**src/rtl/plane_setup_seq.sv**
```systemverilog
// Plane setup: takes a triangle normal n and reference vertex v0, computes
// d = -(n . v0) with one shared multiplier over three cycles, and emits (n, d).
module plane_setup_seq #(
    parameter int WIDTH = 32,
    parameter int FRAC  = 16
) (
    input  logic             clk,
    input  logic             rst,
    input  logic             in_valid,
    output logic             in_ready,
    input  logic [WIDTH-1:0] n_x,
    input  logic [WIDTH-1:0] n_y,
    input  logic [WIDTH-1:0] n_z,
    input  logic [WIDTH-1:0] v_x,
    input  logic [WIDTH-1:0] v_y,
    input  logic [WIDTH-1:0] v_z,
    output logic             out_valid,
    input  logic             out_ready,
    output logic [WIDTH-1:0] out_nx,
    output logic [WIDTH-1:0] out_ny,
    output logic [WIDTH-1:0] out_nz,
    output logic [WIDTH-1:0] out_d,
    output logic             out_degenerate,
    output logic             out_sat
);

    localparam int PW = 2 * WIDTH;
    localparam int AW = 2 * WIDTH + 2;

    // Clamp limits expressed at the width of the negated sum (AW+1 bits).
    localparam logic signed [AW:0] D_MAX = {{(AW + 2 - WIDTH){1'b0}}, {(WIDTH - 1){1'b1}}};
    localparam logic signed [AW:0] D_MIN = {{(AW + 2 - WIDTH){1'b1}}, {(WIDTH - 1){1'b0}}};

    typedef enum logic [2:0] {
        S_IDLE,
        S_MUL_X,
        S_MUL_Y,
        S_MUL_Z,
        S_FIN,
        S_OUT
    } state_t;

    state_t state_q, state_d;

    logic [WIDTH-1:0] nx_q, nx_d, ny_q, ny_d, nz_q, nz_d;
    logic [WIDTH-1:0] vx_q, vx_d, vy_q, vy_d, vz_q, vz_d;
    logic signed [AW-1:0] acc_q, acc_d;

    logic             out_valid_q, out_valid_d;
    logic [WIDTH-1:0] out_nx_q, out_nx_d, out_ny_q, out_ny_d, out_nz_q, out_nz_d;
    logic [WIDTH-1:0] out_d_q, out_d_d;
    logic             out_degen_q, out_degen_d;
    logic             out_sat_q, out_sat_d;

    logic signed [WIDTH-1:0] mul_a, mul_b;
    logic signed [PW-1:0]    prod;
    logic signed [AW-1:0]    prod_ext;
    logic signed [AW-1:0]    acc_shr;
    logic signed [AW:0]      d_full;
    logic                    accept;

    assign in_ready = (state_q == S_IDLE) || ((state_q == S_OUT) && out_ready);
    assign accept   = in_valid && in_ready;

    // Operand select for the single shared multiplier.
    always_comb begin
        mul_a = $signed(nx_q);
        mul_b = $signed(vx_q);
        case (state_q)
            S_MUL_Y: begin
                mul_a = $signed(ny_q);
                mul_b = $signed(vy_q);
            end
            S_MUL_Z: begin
                mul_a = $signed(nz_q);
                mul_b = $signed(vz_q);
            end
            default: ;
        endcase
    end

    assign prod     = mul_a * mul_b;
    assign prod_ext = {{(AW - PW){prod[PW-1]}}, prod};
    assign acc_shr  = acc_q >>> FRAC;
    assign d_full   = -{acc_shr[AW-1], acc_shr};

    always_comb begin
        state_d     = state_q;
        nx_d        = nx_q;
        ny_d        = ny_q;
        nz_d        = nz_q;
        vx_d        = vx_q;
        vy_d        = vy_q;
        vz_d        = vz_q;
        acc_d       = acc_q;
        out_valid_d = out_valid_q;
        out_nx_d    = out_nx_q;
        out_ny_d    = out_ny_q;
        out_nz_d    = out_nz_q;
        out_d_d     = out_d_q;
        out_degen_d = out_degen_q;
        out_sat_d   = out_sat_q;

        case (state_q)
            S_IDLE: ;
            S_MUL_X: begin
                acc_d   = acc_q + prod_ext;
                state_d = S_MUL_Y;
            end
            S_MUL_Y: begin
                acc_d   = acc_q + prod_ext;
                state_d = S_MUL_Z;
            end
            S_MUL_Z: begin
                acc_d   = acc_q + prod_ext;
                state_d = S_FIN;
            end
            S_FIN: begin
                if (d_full > D_MAX) begin
                    out_d_d   = {1'b0, {(WIDTH - 1){1'b1}}};
                    out_sat_d = 1'b1;
                end else if (d_full < D_MIN) begin
                    out_d_d   = {1'b1, {(WIDTH - 1){1'b0}}};
                    out_sat_d = 1'b1;
                end else begin
                    out_d_d   = d_full[WIDTH-1:0];
                    out_sat_d = 1'b0;
                end
                out_nx_d    = nx_q;
                out_ny_d    = ny_q;
                out_nz_d    = nz_q;
                out_degen_d = ((nx_q | ny_q | nz_q) == '0);
                out_valid_d = 1'b1;
                state_d     = S_OUT;
            end
            S_OUT: begin
                // Data registers keep their last value after the result leaves.
                if (out_ready) begin
                    out_valid_d = 1'b0;
                    state_d     = S_IDLE;
                end
            end
            default: state_d = S_IDLE;
        endcase

        // A new operand set may be taken from IDLE or on the same edge the result leaves.
        if (accept) begin
            nx_d    = n_x;
            ny_d    = n_y;
            nz_d    = n_z;
            vx_d    = v_x;
            vy_d    = v_y;
            vz_d    = v_z;
            acc_d   = '0;
            state_d = S_MUL_X;
        end
    end

    always_ff @(posedge clk) begin
        if (rst) begin
            state_q     <= S_IDLE;
            nx_q        <= '0;
            ny_q        <= '0;
            nz_q        <= '0;
            vx_q        <= '0;
            vy_q        <= '0;
            vz_q        <= '0;
            acc_q       <= '0;
            out_valid_q <= 1'b0;
            out_nx_q    <= '0;
            out_ny_q    <= '0;
            out_nz_q    <= '0;
            out_d_q     <= '0;
            out_degen_q <= 1'b0;
            out_sat_q   <= 1'b0;
        end else begin
            state_q     <= state_d;
            nx_q        <= nx_d;
            ny_q        <= ny_d;
            nz_q        <= nz_d;
            vx_q        <= vx_d;
            vy_q        <= vy_d;
            vz_q        <= vz_d;
            acc_q       <= acc_d;
            out_valid_q <= out_valid_d;
            out_nx_q    <= out_nx_d;
            out_ny_q    <= out_ny_d;
            out_nz_q    <= out_nz_d;
            out_d_q     <= out_d_d;
            out_degen_q <= out_degen_d;
            out_sat_q   <= out_sat_d;
        end
    end

    assign out_valid      = out_valid_q;
    assign out_nx         = out_nx_q;
    assign out_ny         = out_ny_q;
    assign out_nz         = out_nz_q;
    assign out_d          = out_d_q;
    assign out_degenerate = out_degen_q;
    assign out_sat        = out_sat_q;

endmodule

```
**config.mk**
```make
export PLATFORM = sky130hd
export DESIGN_NAME = plane_setup_seq
export DESIGN_NICKNAME = d
export VERILOG_FILES = /design/src/rtl/plane_setup_seq.sv
export SDC_FILE = /design/constraint.sdc
export NUM_CORES = 2
export LEC_CHECK = 0
export CAP_MARGIN = 20
export CORE_MARGIN = 5
export CORE_UTILIZATION = 60
export CTS_BUF_LIST = sky130_fd_sc_hd__clkbuf_8
export DETAILED_ROUTE_END_ITERATION = 7
export GPL_TIMING_DRIVEN = 0
export PLACE_DENSITY_LB_ADDON = 0.1
export SYNTH_ARGS = -nofsm -noshare
export SYNTH_HDL_FRONTEND = slang
export SYNTH_SLANG_ARGS = --single-unit
```
**constraint.sdc**
```tcl
create_clock -name clk -period 20 [get_ports clk]
set_clock_uncertainty 0.2 [all_clocks]
set_input_delay 6 -clock clk [delete_from_list [all_inputs] [get_ports clk]]
set_output_delay 6 -clock clk [all_outputs]
set_load 0.01 [all_outputs]
```
==> flow_metrics.py <==
metrics = {
    "outcome": {
        "status": "complete, but fails checks",
        "violations": "DRC",
    },
    "logic_synthesis": {
        "syn_nets": 8307,
        "ys_seq_area_frac": 0.138,
        "ys_types": 81,
        "ys_async_sr_fraction": 0,
        "synth_area_um2": 56800,
        "syn-mean-instance-area_um2": 8.53,
        "synth_area_leader_cell": "fa_1",
        "yosysTopAreaCellShare": 0.435,
        "ys.flop_type": "dfxtp_1",
        "ys_ff_latch": 392,
        "yosys-top-cells-area": "fa_1 (43%), dfxtp_1 (14%), nand2_1 (8.9%)",
        "synth_cells": 6654,
        "synth_edf_count": 0,
        "synth.yosys.warnings": 0,
    },
    "placement": {
        "hpwl_um": 191000,
        "dp_cells": 8271,
        "port_buffers": 326,
        "gp_congestion": 1.10,
        "postPlaceCellArea_um2": 62100,
    },
    "sta": {
        "post-route-period-util": 0.681,
        "maxSlewViolCount": 0,
        "tightest_slew_ns": 1.34,
        "fmax_mhz": 73.4,
        "finalHoldViolations": 0,
        "worst_hold_slack_ns": 0.253,
        "period_minus_slack_ns": 13.62,
        "fin_tns_setup_ns": 0,
        "grt_setup_unrepaired": "no",
        "setup_viol": 0,
        "slew_headroom": 0.104,
    },
    "floorplanning": {
        "die_h_um": 318,
        "initial_utilization": 0.606,
        "die_w_um": 318,
        "io_pins": 328,
        "fp.coreArea_um2": 93600,
        "rows": 112,
        "die_area_um2": 101000,
    },
    "critical_path": {
        "worst_ep_arrival_time_ns": 7.42,
        "path_class": "primary input to output pin",
        "cpMaxStageDelayCell": "clkdlybuf4s50_1",
        "cp_max_fo": 3,
        "max_stage_delay_ns": 0.59,
        "crit_chain": "clkdlybuf4s50_1 > nand3_1 > a21oi_1 > clkdlybuf4s50_1",
        "critPathTopFamily": "buffers and inverters",
        "crit_required_ns": 13.80,
        "crit_top_cell": "clkdlybuf4s50_1",
        "start_kind": "primary input",
        "cp-end-kind": "output pin",
        "r2r_slack_ns": 7.17,
        "path_buf_inv": 2,
    },
    "power": {
        "internal-power_w": 0.00275,
        "power_density_nw_per_um2": 95.3,
        "pwr-share-clk": 0.129,
        "ir_drop_mv": 0.235,
        "p_comb_frac": 0.711,
        "power.leakage_nw": 28.8,
        "p_switching_w": 0.00332,
        "p_sw_frac": 0.547,
        "power_frac_seq": 0.159,
    },
    "cts": {
        "ctsLongestPathBuffers": 3,
        "clkTransAtPathRegs_ns": 0.06,
        "hold_buffers": 0,
        "clock_latency_ns": 0.75,
        "cts.sinks": 392,
        "postCtsSetupBuffers": 0,
        "cts_tree": "built",
        "cts_buffers": 70,
        "ctsResizeCount": 0,
        "root_buffer": "clkbuf_8",
        "htree_levels": 3,
    },
    "route": {
        "drt_drc_violations_left": 20,
        "ant_nets": 0,
        "vias_per_cell": 5.93,
        "vias": 49900,
        "dr.pass1.iters": 8,
        "finalWirelength_um": 224000,
        "wl_per_cell_um": 26.6,
        "drtIter0Drc": 6095,
    },
    "flow_run": {
        "drv_cap": 0,
    },
    "min_path": {
        "hold_class": "register to register",
    },
    "cells_and_area": {
        "fin_cells": 8409,
        "synthToLayoutAreaGrowth_pct": 12.1,
        "final_core_util": 0.680,
        "finalInstanceArea_um2": 63600,
        "fin_nets": 8747,
        "drive_above_1_share": 0.0286,
    },
    "grt": {
        "grt_antenna_before_repair": 12,
        "grt_max_degree": 31,
        "grt_pass1_wl_um": 326000,
        "grtUsageTotal": 0.440,
        "grt_overflow": 0,
        "first_global_vias": 50800,
    },
}
## routing by layer
metal	vias to the layer above	GRT usage	share of wire	wire length (µm)
li1	20900	-	-	-
met1	24800	0.528	0.33	74800
met2	3303	0.665	0.44	98000
met3	890	0.147	0.13	29000
met4	6	0.321	0.097	21700
met5	-	0	0.00053	118
## per-stage QoR
stage / power [W] / setup slack (ns)
2_1_floorplan: 0.00369 / 7.45
3_3_place_gp: 0.00508 / 5.86
3_5_place_dp: 0.00516 / 6.39
4_1_cts: 0.00596 / 6.38
5_1_grt: 0.00643 / 6.27
6_report: 0.00606 / 6.38
## power groups by stage
| stage | Combinational, W | Sequential, W | Clock (W) |
|---|---|---|---|
| after floorplan | 0.00274 | 0.000949 | 0 |
| after global placement | 0.00411 | 0.000973 | 0 |
| after CTS | 0.00422 | 0.000960 | 0.000785 |
| after detailed placement | 0.00418 | 0.000976 | 0 |
| after global routing | 0.00463 | 0.000973 | 0.000824 |
| final | 0.00431 | 0.000967 | 0.000784 |
## synthesized netlist by cell type, types with 7 or more instances
| master | n |
|---|---|
| a211oi_1 | 10 |
| a21o_1 | 32 |
| a21oi_1 | 416 |
| a31o_1 | 25 |
| a31oi_1 | 18 |
| and2_1 | 12 |
| and3_1 | 14 |
| buf_1 | 29 |
| clkbuf_1 | 315 |
| dfxtp_1 | 392 |
| fa_1 | 1233 |
| ha_1 | 224 |
| inv_1 | 1285 |
| mux2i_1 | 67 |
| nand2_1 | 1341 |
| nand2b_1 | 20 |
| nand3_1 | 49 |
| nand4_1 | 29 |
| nor2_1 | 595 |
| nor3_1 | 41 |
| nor4_1 | 66 |
| o211ai_1 | 9 |
| o21a_1 | 64 |
| o21ai_0 | 80 |
| o21ai_1 | 45 |
| o21bai_1 | 13 |
| o31ai_1 | 9 |
| or2_2 | 8 |
| or3_1 | 7 |
| or4_1 | 7 |
| xnor2_1 | 82 |
| xor2_1 | 25 |
## state kept, by name, summed over array words and instances (netlist names)
register        cells
nx_q               32
out_sat             1
out_nz             32
vx_q               32
out_degenerate      1
ny_q               32
vz_q               32
out_valid           1
out_d              32
out_ny             32
state_q             3
vy_q               32
out_nx             32
acc_q              66
nz_q               32
## cells by family (layout without fill, tap and decap cells)
group | Yosys count | count (layout) | share of synthesized area
AO/OA/AOI/OAI | 765 | 765 | 0.0792
adder cells (fa/ha/maj) | 1457 | 1457 | 0.484
other | 0 | 12 | 0
buffers and inverters | 1642 | 2131 | 0.109
multiplexers | 67 | 67 | 0.0118
AND/OR/NAND/NOR | 2224 | 2224 | 0.160
flip-flops | 392 | 392 | 0.138
XOR/XNOR | 107 | 107 | 0.0165
## worst min-delay path: cells and delay by family, from the launching register on
kind / cells / cell delay, ns
flops: 1 / 0.30
compound gates: 1 / 0.05
simple gates: 1 / 0.05
## path summary, 6_finish.rpt
path              depth (start not counted)  startpoint    endpoint
setup / recovery                          4   out_ready    in_ready
hold / removal                            2  out_nz[26]  out_nz[26]
setup reg to reg                         32  state_q[0]   acc_q[64]
hold reg to reg                           2  out_nz[26]  out_nz[26]
## cell type report
type | count | area, µm²
clock inverter | 42 | 317
tap | 1254 | 1570
inverter | 1287 | 4830
sequential | 392 | 7850
multi-input combinational | 4620 | 42800
fill | 8054 | 30000
timing repair buffer | 368 | 3790
antenna | 12 | 30.0
clock buffer | 79 | 1090
buffer | 355 | 1380
## cell usage in the layout (no fill, tap or decap), types with 67 or more instances in the layout
| cell | synthesis | layout |
|---|---|---|
| mux2i_1 | 67 | 67 |
| clkbuf_8 | 0 | 79 |
| nor2_1 | 595 | 595 |
| clkbuf_1 | 315 | 314 |
| dfxtp_1 | 392 | 392 |
| clkdlybuf4s50_1 | 0 | 326 |
| xnor2_1 | 82 | 82 |
| fa_1 | 1233 | 1232 |
| nand2_1 | 1341 | 1340 |
| inv_1 | 1285 | 1306 |
| ha_1 | 224 | 224 |
| a21oi_1 | 416 | 416 |
| o21ai_0 | 80 | 73 |
Note: power is estimated with default switching activity, not from simulation.
